<file path="config.mk">
export PLATFORM = sky130hd
export DESIGN_NAME = input_debouncer
export DESIGN_NICKNAME = d
export VERILOG_FILES = /design/src/rtl/input_debouncer.sv
export SDC_FILE = /design/constraint.sdc
export NUM_CORES = 1
export LEC_CHECK = 0
export ABC_AREA = 0
export CAP_MARGIN = 20
export CORE_AREA = 2 2 166 168
export DETAILED_ROUTE_END_ITERATION = 7
export DIE_AREA = 0 0 168 170
export HOLD_SLACK_MARGIN = 0.15
export PLACE_DENSITY = 0.78
export SYNTH_ARGS = -nofsm -noshare
export SYNTH_HDL_FRONTEND = slang
export SYNTH_SLANG_ARGS = --single-unit
</file>
<file path="constraint.sdc">
create_clock -name CLOCK_50 -period 2.3 [get_ports CLOCK_50]
set_input_delay 0.575 -clock CLOCK_50 [delete_from_list [all_inputs] [get_ports CLOCK_50]]
set_output_delay 0.575 -clock CLOCK_50 [all_outputs]
set_load 0.02 [all_outputs]
</file>
<file path="src/rtl/input_debouncer.sv">
// input_debouncer
//   Debounces a bank of raw pin inputs (pushbuttons and slide switches) and
//   provides edge pulses plus a sticky rising-edge capture register.
//
//   Each bit passes through these stages:
//     1. Optional inversion (INVERT_MASK), so active-low keys read as active-high.
//     2. A two-flop synchronizer.
//     3. An agreement counter. DB_OUT only toggles after the synchronized input
//        has disagreed with it for STABLE_CYCLES consecutive cycles.
//
// Parameters
//   WIDTH         number of raw inputs (KEY[1:0] in bits 1:0, SW[9:0] in bits 11:2)
//   STABLE_CYCLES consecutive disagreeing cycles before DB_OUT toggles (2..2^CNT_W-1)
//   CNT_W         per-bit counter width
//   INVERT_MASK   1 = invert that raw bit before synchronisation
//
// Ports
//   CLOCK_50  single clock, rising edge
//   RESET_N   asynchronous active-low reset; release must be synchronous
//             (this block does not resynchronise reset)
//   RAW_IN    asynchronous pin inputs
//   CLR       write-one-to-clear strobe for EDGE_CAP
//   DB_OUT    debounced active-high level
//   RISE      one-cycle pulse on a DB_OUT 0->1 transition
//   FALL      one-cycle pulse on a DB_OUT 1->0 transition
//   EDGE_CAP  sticky rising-edge capture; set wins over CLR

module input_debouncer_lane #(
    parameter int STABLE_CYCLES = 1000000,
    parameter int CNT_W         = 20
) (
    input  logic clk,
    input  logic rst_n,
    input  logic pre,
    input  logic clr,
    output logic db,
    output logic rise,
    output logic fall,
    output logic cap
);
    localparam logic [CNT_W-1:0] CNT_MAX = CNT_W'(STABLE_CYCLES - 1);

    logic             s1;
    logic             s2;
    logic [CNT_W-1:0] cnt;
    logic             differ;
    logic             expire;

    assign differ = s2 ^ db;
    // ">=" keeps the counter from ever running past the terminal value,
    // so it can never wrap.
    assign expire = differ && (cnt >= CNT_MAX);

    always_ff @(posedge clk or negedge rst_n) begin
        if (!rst_n) begin
            s1   <= 1'b0;
            s2   <= 1'b0;
            cnt  <= '0;
            db   <= 1'b0;
            rise <= 1'b0;
            fall <= 1'b0;
            cap  <= 1'b0;
        end else begin
            s1 <= pre;
            s2 <= s1;

            // Any agreement restarts the count, so partial counts from a
            // bounce are never retained.
            if (!differ || expire) begin
                cnt <= '0;
            end else begin
                cnt <= cnt + CNT_W'(1);
            end

            if (expire) begin
                db <= s2;
            end

            // The pulses are registered on the same edge that updates db,
            // so each one lines up with the first cycle of the new level.
            rise <= expire & s2;
            fall <= expire & ~s2;

            // A coincident set wins over clear.
            cap  <= (expire & s2) | (cap & ~clr);
        end
    end
endmodule

module input_debouncer #(
    parameter int               WIDTH         = 12,
    parameter int               STABLE_CYCLES = 1000000,
    parameter int               CNT_W         = 20,
    parameter logic [WIDTH-1:0] INVERT_MASK   = 12'h003
) (
    input  logic             CLOCK_50,
    input  logic             RESET_N,
    input  logic [WIDTH-1:0] RAW_IN,
    input  logic [WIDTH-1:0] CLR,
    output logic [WIDTH-1:0] DB_OUT,
    output logic [WIDTH-1:0] RISE,
    output logic [WIDTH-1:0] FALL,
    output logic [WIDTH-1:0] EDGE_CAP
);
    logic [WIDTH-1:0] pre;

    // The inversion sits in front of the synchronizer, so there is no logic
    // between the s1 and s2 flops.
    assign pre = RAW_IN ^ INVERT_MASK;

    for (genvar i = 0; i < WIDTH; i++) begin : g_lane
        input_debouncer_lane #(
            .STABLE_CYCLES (STABLE_CYCLES),
            .CNT_W         (CNT_W)
        ) u_lane (
            .clk   (CLOCK_50),
            .rst_n (RESET_N),
            .pre   (pre[i]),
            .clr   (CLR[i]),
            .db    (DB_OUT[i]),
            .rise  (RISE[i]),
            .fall  (FALL[i]),
            .cap   (EDGE_CAP[i])
        );
    end
endmodule

</file>
==> impl_results.md <==
* Status: finished clean
* Via count at 10100
* FILL cells at 2041
* Minimum clock period at 2.22 ns
* Multi-input logic area at 6210 um^2
* CTS sink count at 312
* GRT Residual Overflow at 0
* Top cell type's share of synthesized area at 53.4%
* Initial antenna violation count at 1
* F_max at 450 MHz
* Total die area at 28600 um^2
* Fin Setup TNS at 0 ns
* DRT iter0 DRCs at 662
* Root buf cell: clkbuf_16
* Nets at 1552
* Yosys reg bits at 312
* Commonest cells after routing, fill and taps aside: dfrtp_1 (312), nor2_1 (278), xor2_1 (112)
* Startpoint class of the critical path: register
* Hold Vio Cnt, Final at 0
* Worst Slack Setup Final at 0.0769 ns
* DRT antenna net count at 0
* Buffers on Ports at 73
* Worst hold start: g_lane[4].u_lane.s1$_DFF_PN0_
* RSZ-0062 raised after global routing: no
* Leak pwr at 7.59 nW
* Fin. max-slew vios at 0
* Max-cap check violation count at 0
* Placement Setup Slack at -0.0161 ns
* Synth Cell Area at 14600 um^2
* First-pass GRT wire length at 46900 um
* Clock Skew at 0.0274 ns
* Area occupied by registers at 7810 um^2
* Worst reg2reg path startpoint: g_lane[8].u_lane.cnt[0]$_DFF_PN0_
* Final Cycle Share at 96.7%
* Crit path cell chain: ha_2 -> and4_4 -> a2111o_1 -> a2111oi_4 -> or3_4 -> mux2_1
* Commonest non-fill, non-tap cell in the layout: dfrtp_1
* Setup violators final at 0
* Worst min path class: register to register
* Initial DRT Pass Iterations at 4
* Actual slew at the worst max-slew pin at 0.740 ns
* Largest net degree at the start of global routing at 72
* Chip Height at 170 um
* Main flop type after synthesis: dfrtp_1
* Post-synth EDFFs at 0
* Area leader, netlist: dfrtp_1
* Final routed DRC violation total at 0
* Inserted Clock Buffers at 36
* Wirelength per Cell at 14.0 um
* Syn_area_per_cell at 10.3 um^2
* Row cnt at 60
* Critical-path top delay cell: a2111o_1
* HPWL Detailed at 17400 um
* Worst-skew pair later-pin latency at 0.52 ns
* Die X at 168 um
* Critical path fanouts, max at 4
* Worst-path clk slew at 0.05 ns
* Initial core utilization at 54.8%
* Worst IR drop on VDD at 0.518 mV
* Total wire length at 26400 um
* Boundary Pins at 74
* CP endpoint kind: register
* Share of cells above drive strength 1 at 9.73%
* WS Path Type: register to register
* Register area share after synthesis at 53.4%
* Required @ worst endpoint at 2.68 ns
* RD Place Congestion at 0.816
* Worst EP arrival at 2.61 ns
* Core area at 26700 um^2
* Crit-path max cell delay at 0.41 ns
* Synth Instances at 1423
* Final Util at 64.3%
* CP startpoint: g_lane[8].u_lane.cnt[0]$_DFF_PN0_
* Distinct cell type count after synthesis at 52
* H-tree depth at 2
* GRT Resource Usage Total at 19.4%
* Clock tree buffer depth at 3
* Post-synth ARST share at 100%
* Synth Net Count at 1461
* Cell Pwr Density at 742 nW/um^2
* Number of global-route vias before repair at 10300
* Vias per cell at 5.35
* CTS tree: done
* Area grow syn2layout at 17.2%
* Area contributors post-synth: dfrtp_1 (53%), nor2_1 (7.1%), xor2_1 (6.7%)
* Slew HR at 50.7%
* Synth warn at 0
-- routing by layer --
metal  up-vias  GRT usage [%]  part of all wire [%]
met5         -              0                     0
met4         0           6.20                   2.1
met3        48           3.44                   3.8
met2       123           33.3                    49
met1      4945           25.2                    45
li1       4966              -                     -
-- sequential cells by signal, summed over array words and instances, names as in the netlist --
register            cells
g_lane.u_lane.fall     12
g_lane.u_lane.s2       12
g_lane.u_lane.rise     12
g_lane.u_lane.cnt     240
g_lane.u_lane.s1       12
g_lane.u_lane.db       12
g_lane.u_lane.cap      12
-- synth_stat cells, types with 4 or more instances --
| master | instances |
|---|---|
| o31ai_1 | 7 |
| and3_1 | 38 |
| or4_1 | 7 |
| xnor2_1 | 104 |
| a31oi_1 | 6 |
| a211o_1 | 4 |
| nand3_1 | 75 |
| a2111o_1 | 4 |
| or2_2 | 9 |
| nand2b_1 | 15 |
| clkbuf_1 | 5 |
| nand2_1 | 89 |
| nor2_1 | 278 |
| mux2_2 | 9 |
| dfrtp_1 | 312 |
| inv_1 | 36 |
| o211a_1 | 5 |
| nor4_1 | 8 |
| buf_2 | 11 |
| and4_1 | 16 |
| nor3b_1 | 14 |
| o21a_1 | 5 |
| o22ai_1 | 12 |
| o21ai_0 | 26 |
| nor2b_1 | 4 |
| a211oi_1 | 4 |
| o31ai_2 | 5 |
| nor3_1 | 41 |
| a21oi_1 | 8 |
| and2_1 | 4 |
| nand4_1 | 50 |
| buf_4 | 48 |
| xor2_1 | 112 |
| and4_4 | 4 |
| ha_1 | 12 |
| buf_6 | 4 |
-- where the power goes --
part | switching [W] | internal [W]
sequential | 0.0000863 | 0.00558
combinational | 0.000252 | 0.000168
clock | 0.00227 | 0.00435
total | 0.00261 | 0.0101
-- metrics by stage --
step	instances	cell area, um^2	total power [W]	hold WS [ns]
3_3_place_gp	1815	15700	0.00618	0.333
2_1_floorplan	1423	14600	0.00594	0.279
6_report	1883	17100	0.0127	0.347
5_1_grt	1882	17100	0.0132	0.359
4_1_cts	1882	17100	0.0129	0.349
3_5_place_dp	1816	15700	0.00619	0.335
-- what timing repair did --
| item | CTS | global route |
|---|---|---|
| pin swaps | 2 | 6 |
| setup buffers | 0 | 0 |
| gates resized for setup | 0 | 6 |
| setup endpoints to repair | 1 | 33 |
| endpoints found under the hold margin | 43 | 0 |
| hold buffers | 1 | 0 |
-- worst paths after layout --
check | end | slack (ns) | depth (start not counted)
worst max-delay path | g_lane[8].u_lane.db$_DFFE_PN0P_ | 0.08 | 6
worst min-delay path | g_lane[4].u_lane.s2$_DFF_PN0_ | 0.35 | 0
worst max register to register | g_lane[8].u_lane.db$_DFFE_PN0P_ | 0.08 | 6
worst min register to register | g_lane[4].u_lane.s2$_DFF_PN0_ | 0.35 | 0
max in group asynchronous | g_lane[2].u_lane.rise$_DFF_PN0_ | 1.01 | 3
min in group asynchronous | g_lane[0].u_lane.cnt[12]$_DFF_PN0_ | 0.57 | 2
-- worst max-delay path: cells and delay by family (launching register included) --
kind | cells | cell delay, ns
AOI/OAI and AO/OA | 2 | 0.80
DFF | 1 | 0.38
and+or+nand+nor | 2 | 0.38
muxes | 1 | 0.32
adders and majority gates | 1 | 0.21
-- cell type report --
class                   count  share of cell area [%]
clock buffers              44                    5.85
inverters                  36                   0.789
flip-flops and latches    312                    45.6
diodes                      1                  0.0146
well taps                 341                    2.49
multi-input cells        1007                    36.3
clock inverters            21                    2.34
repair buffers            121                    6.65
-- cells by family after synthesis --
family | synth area share [%]
multiplexers | 0.925
XOR/XNOR | 12.9
AO/OA/AOI/OAI | 5.64
AND/OR/NAND/NOR | 21.8
adder cells (fa/ha/maj) | 1.03
buffers and inverters | 4.21
flip-flops | 53.4
(Power assumes the default switching activity.)
